**src/rtl/display_scan_ctrl.sv**
```systemverilog
// display_scan_ctrl: time-multiplexed BCD digit scanner with anti-ghost blanking,
// optional leading-zero suppression and frame-aligned commit of loaded values.
module display_scan_ctrl #(
   parameter int NUM_DIGITS   = 4,
   parameter int REFRESH_DIV  = 50000,
   parameter int BLANK_CYCLES = 500
) (
   input  logic                    clk,
   input  logic                    rst,
   input  logic                    load,
   input  logic [4*NUM_DIGITS-1:0] value_bcd,
   input  logic                    blank_lz,
   output logic [3:0]              digit,
   output logic [NUM_DIGITS-1:0]   anodo,
   output logic                    pending,
   output logic                    frame_tick
);
   localparam int CW = $clog2(REFRESH_DIV);
   localparam int IW = $clog2(NUM_DIGITS);
   localparam logic [CW-1:0] CNT_LAST  = CW'(REFRESH_DIV - 1);
   localparam logic [CW-1:0] CNT_BLANK = CW'(BLANK_CYCLES);
   localparam logic [IW-1:0] IDX_LAST  = IW'(NUM_DIGITS - 1);
   logic [CW-1:0]           r_cnt;
   logic [IW-1:0]           r_idx;
   logic [4*NUM_DIGITS-1:0] r_disp;
   logic [4*NUM_DIGITS-1:0] r_pend_val;
   logic                    r_pending;
   logic                    w_slot_end;
   logic [NUM_DIGITS-1:0]   w_nz;
   assign w_slot_end = r_cnt == CNT_LAST;
   assign frame_tick = w_slot_end && r_idx == IDX_LAST;
   assign pending    = r_pending;
   assign digit      = r_disp[4*r_idx +: 4];
   // w_nz[i] is set when nibble i or any more-significant nibble is non-zero
   for (genvar i = 0; i < NUM_DIGITS; i++) begin : g_nz
      assign w_nz[i] = |r_disp[4*NUM_DIGITS-1:4*i];
   end
   always_comb begin
      anodo = '1;
      anodo[r_idx] = !(r_cnt >= CNT_BLANK && (w_nz[r_idx] || r_idx == '0 || !blank_lz));
   end
   always_ff @(posedge clk or posedge rst) begin
      if (rst) begin
         r_cnt      <= '0;
         r_idx      <= '0;
         r_disp     <= '0;
         r_pend_val <= '0;
         r_pending  <= 1'b0;
      end else begin
         r_cnt <= w_slot_end ? '0 : r_cnt + 1'b1;
         if (w_slot_end)
            r_idx <= r_idx == IDX_LAST ? '0 : r_idx + 1'b1;
         // a load on the commit edge bypasses the pending register entirely
         if (frame_tick) begin
            r_disp    <= load ? value_bcd : (r_pending ? r_pend_val : r_disp);
            r_pending <= 1'b0;
         end else if (load) begin
            r_pend_val <= value_bcd;
            r_pending  <= 1'b1;
         end
      end
   end
endmodule

```
**config.mk**
```make
export PLATFORM = sky130hd
export DESIGN_NAME = display_scan_ctrl
export DESIGN_NICKNAME = d
export VERILOG_FILES = /design/src/rtl/display_scan_ctrl.sv
export SDC_FILE = /design/constraint.sdc
export NUM_CORES = 1
export LEC_CHECK = 0
export ABC_AREA = 1
export CAP_MARGIN = 40
export CORE_ASPECT_RATIO = 1.2
export CORE_MARGIN = 2
export CORE_UTILIZATION = 50
export DETAILED_ROUTE_END_ITERATION = 12
export GPL_ROUTABILITY_DRIVEN = 0
export PLACE_DENSITY = 0.75
export REMOVE_ABC_BUFFERS = 1
export SKIP_LAST_GASP = 1
export SLEW_MARGIN = 20
export SYNTH_ARGS = -nofsm -noshare
export SYNTH_HDL_FRONTEND = slang
export SYNTH_SLANG_ARGS = --single-unit
```
**constraint.sdc**
```tcl
create_clock -name clk -period 2.16 [get_ports clk]
set_input_delay 0.216 -clock clk [delete_from_list [all_inputs] [get_ports clk]]
set_output_delay 0.216 -clock clk [all_outputs]
set_load 0.02 [all_outputs]
```
; ---- Word-level counts from Yosys, hierarchy flattened
; Cells that the tools add are included.
[totals]
register_bits = 51
output_inout_bits = 10
word_cells = 42
[classes]
addsub = 2
n_lt_le_gt_ge = 3
n_eq_ne = 2
shifts = 1
n_mux = 10
bitwise = 3
n_reduce_logical = 16
[ops]
columns = operator, n
row1 = $mux 16, 3
row2 = $add 16x1->16 const B, 1
row3 = $eq 16x16->1 const B, 1
row4 = $ge 16x9->1 const B, 1
row5 = $reduce_or 16->1, 1
row6 = $shiftx 16x5->4, 1
row7 = $reduce_or 12->1, 1
row8 = $reduce_or 8->1, 1
row9 = $mux 1, 4
row10 = $not 4->4, 1
row11 = $or 4x4->4, 1
row12 = $reduce_and 2->1, 2
row13 = $reduce_bool 2->1, 2
row14 = $reduce_or 4->1, 1
row15 = $logic_and 1x1->1, 3
row16 = $lt 2x3->1 const B, 1
row17 = $add 2x1->2 const B, 1
row18 = $bmux 1 s2, 1
row19 = $demux 1 s2, 1
row20 = $eq 2x2->1 const B, 1
row21 = $ge 2x1->1 const B, 1
row22 = $logic_not 1->1, 2
row23 = $logic_not 2->1, 1
row24 = $logic_or 1x1->1, 2
row25 = other kinds (2), 2

; ---- Logic depth before layout (Yosys ltp)
[logic_depth]
depth_word = 8
depth_mapped = 9

; ---- Least setup slack after synthesis
; OpenSTA, ideal clock, no wires.
[synth_timing]
kind = flip-flop to output port
start = reg r_idx[0]
end = out anodo[0]
arrival_ps = 1601
path_slack_ps = 343
path_stages_with_launch = 10
path_buffers = 2
cell_sequence = dfrtp_1 clkbuf_1 inv_1 clkbuf_1 ha_1 inv_1 nand4_1 nor2_1 nand2_1 nand3_1
[synth_via]
elab_chain_cells = 7
word_cells_on_any_way = 14
cone_classes = order compare (2) / mux (4) / bitwise (2) / reduce/logical (6)
[synth_rtl]
columns = element, line
row1 = "start, declared", 24  ; logic [IW-1:0] r_idx;
row2 = "start signal, assigned", 52  ; r_idx <= r_idx == IDX_LAST ? '0 : r_idx + 1'b1;
row3 = branches (longest 6 deep; another with $lt 2x3->1), -
row4 = $or 4x4->4 (no source line) (*), -
row5 = "end, declared", 14  ; output logic [NUM_DIGITS-1:0] anodo,
; Every way passes the cells marked *. The select of a mux whose other input is x is not followed.

; ---- Worst setup path in the final report
[layout_timing]
start = reg r_idx[0]
end = out digit[3]
[layout_via]
elab_chain_cells = 1
[layout_rtl]
columns = element, line
row1 = $shiftx 16x5->4, 33  ; assign digit = r_disp[4*r_idx +: 4];
row2 = "end, declared", 13  ; output logic [3:0] digit,
; Every way passes these cells.

==> results.toml <==
[timing]
slew_headroom_pct = 67.0
worstMarginPinSlew_ns = 0.495
setup_viol = 0
finalCriticalPeriod_ns = 2.06
timing.hold.ws_ns = 0.251
rsz0062_at_grt = "no"
tns_ns = 0
fmax_ghz = 0.486
final.setup_skew_ns = 0.00746
fin_ws_ns = 0.103
period_share_pct = 95.2
hold_violations = 0
slew_violations = 0

[placed_design]
io_buffers = 29
dp.cells = 493
hpwl_um = 4550
dp_slack_ns = 0.200
place_area_um2 = 3330

[critical_path]
timing.rr.start = "r_idx[0]$_DFFE_PP0N_"
r2r_cells = 6
reg2reg_to = "r_disp[15]$_DFFE_PP0P_"
reg2reg_slack_ns = 0.35
required_ns = 1.94
cp-start-kind = "register"
cp_max_fo = 11
worstPathArrival_ns = 1.84
end_kind = "output port"
worstSetupPathType = "register to output port"
endpoint = "digit[3]"
startpoint = "r_idx[0]$_DFFE_PP0N_"

[pwr]
leakage_nw = 1.82
ir_drop_uv = 333
pwr_density_cell_nw_per_um2 = 529
p_total_mw = 1.83

[cts]
cts_tree = "built"
cts_buffers = 5
insertion_delay_ns = 0.30
cts_root_buffer = "clkbuf_8"
clkTransAtPathRegs_ns = 0.09
numClockSinks = 51
clockBufferDepth = 2
cts_max_level = 2

[run_status]
status = "finished clean"

[layout]
drive_gt1_share_pct = 10.9
layout_commonest_cell = "nand2_1"
fin_nets = 446
finalInstanceArea_um2 = 3450
syn_to_final_growth_pct = 17.6
fin_cells = 501
antenna_cells = 0
final_cell_mix = "nand2_1, dfrtp_1, nor2_1"
utilization_pct = 60.9

[routing]
vias_per_cell = 5.06
wl_per_cell_um = 12.4
first_pass_iters = 4
postRouteAntennaNets = 0
vias = 2536
postRouteWirelength_um = 6240
drc = 0
drt_first_iter_violations = 122

[synth]
synthesis.area_um2 = 2930
synthTopCellsByArea = "dfrtp_1, nand2_1, nor2_1"
synth_top_area_share_pct = 43.5
ys_warn_count = 0
avgSynthCellArea_um2 = 7.54
yosysSeqAreaShare_pct = 43.5
synth_top_cell_by_area = "dfrtp_1"
yosys_register_bits = 51
synth_cells = 389
yosysUniqueCellTypes = 32

[global_route]
grt_overflow = 0
grt_max_degree = 31
track_usage_pct = 21.2
antenna_found_initial = 0
grt_pass1_vias = 2359
grt_pass1_wl_um = 10700

[floorplanning]
rows = 30
initial_core_util_pct = 51.7
coreArea_um2 = 5670
die_y_um = 87.9
die_w_um = 73.9
dieArea_um2 = 6500
io_pins = 30

[job]
max-cap-violations = 0

[worst_hold_path]
hold_class = "input port to asynchronous set/reset pin"
flip-flops by register name, indices dropped and copies added (netlist names):
| signal | count |
|---|---|
| r_cnt | 16 |
| r_disp | 16 |
| r_pend_val | 16 |
| r_idx | 2 |
| pending | 1 |
synthesized netlist by cell type:
cell and n:
inv_1 41, o211ai_1 1, nor2_4 1, nor2_8 1
a21boi_0 1, and2_1 1, o22ai_1 4, or2_1 1
nand3_4 1, nand2_4 2, buf_4 2, nand3_1 30
a21oi_1 3, dfrtp_1 51, inv_2 2, nand2_1 103
nor2_1 44, nor3b_1 1, ha_1 6, o21ai_0 27
buf_8 1, buf_2 8, clkinv_2 1, nor2_2 3
nand4_2 1, nor3_1 3, nand2_2 12, nand4_1 22
buf_1 1, xor2_1 8, nand3_2 1, clkbuf_1 5
worst max-delay path, stage by stage, from the launching register on:
cell and delay, ns:
dfrtp_1 0.39, inv_1 0.08, buf_4 0.17, nor2_1 0.05
o22ai_1 0.21, clkdlybuf4s50_1 0.64
where the power goes:
group	internal [mW]	switching [mW]	leakage [nW]
clock network	0.375	0.314	0.0612
logic	0.0650	0.0748	1.09
registers	0.980	0.0163	0.664
total	1.42	0.406	1.82
how the worst min path moves through the flow:
stage	end	cells after the start	from	slack (ns)
after floorplan	r_pend_val[0]$_DFFE_PP0P_	2	value_bcd[0]	0.36
after global placement	r_pend_val[15]$_DFFE_PP0P_	2	r_pend_val[15]$_DFFE_PP0P_	0.45
after detailed placement	r_pend_val[15]$_DFFE_PP0P_	2	r_pend_val[15]$_DFFE_PP0P_	0.46
after CTS	r_pend_val[1]$_DFFE_PP0P_	2	rst	0.26
after global routing	r_pend_val[1]$_DFFE_PP0P_	2	rst	0.29
final	r_pend_val[1]$_DFFE_PP0P_	2	rst	0.25
cell families after synthesis:
group	count (synthesis)	share of synthesized area, %
buf+inv	61	8.83
flops	51	43.5
fa+ha+maj	6	2.56
xor+xnor	8	2.39
compound gates	36	6.48
simple gates	227	36.2
final cells by class:
| type | count | area, um^2 |
|---|---|---|
| fillers | 526 | 2220 |
| multi-input cells | 277 | 1400 |
| flip-flops and latches | 51 | 1280 |
| repair buffers | 41 | 392 |
| inverters | 44 | 166 |
| well taps | 80 | 100 |
| clock buffers | 6 | 82.6 |
| clock inverters | 2 | 35.0 |
per-layer routing:
metal	global-route usage, %	wire, um	up-vias
met5	0	0	-
met4	5.12	55	0
met3	3.80	164	5
met2	35.6	3100	30
met1	28.2	2910	1197
li1	-	-	1304
repair_timing:
item | CTS | global route
buffers inserted | 0 | 0
hold endpoints to repair | 0 | 0
hold buffers | 0 | 0
gates cloned | 0 | 0
resized for setup | 5 | 2
endpoints found under the setup margin | 5 | 2
pin swaps | 0 | 0
No activity file was read; power rests on OpenSTA's default activity.
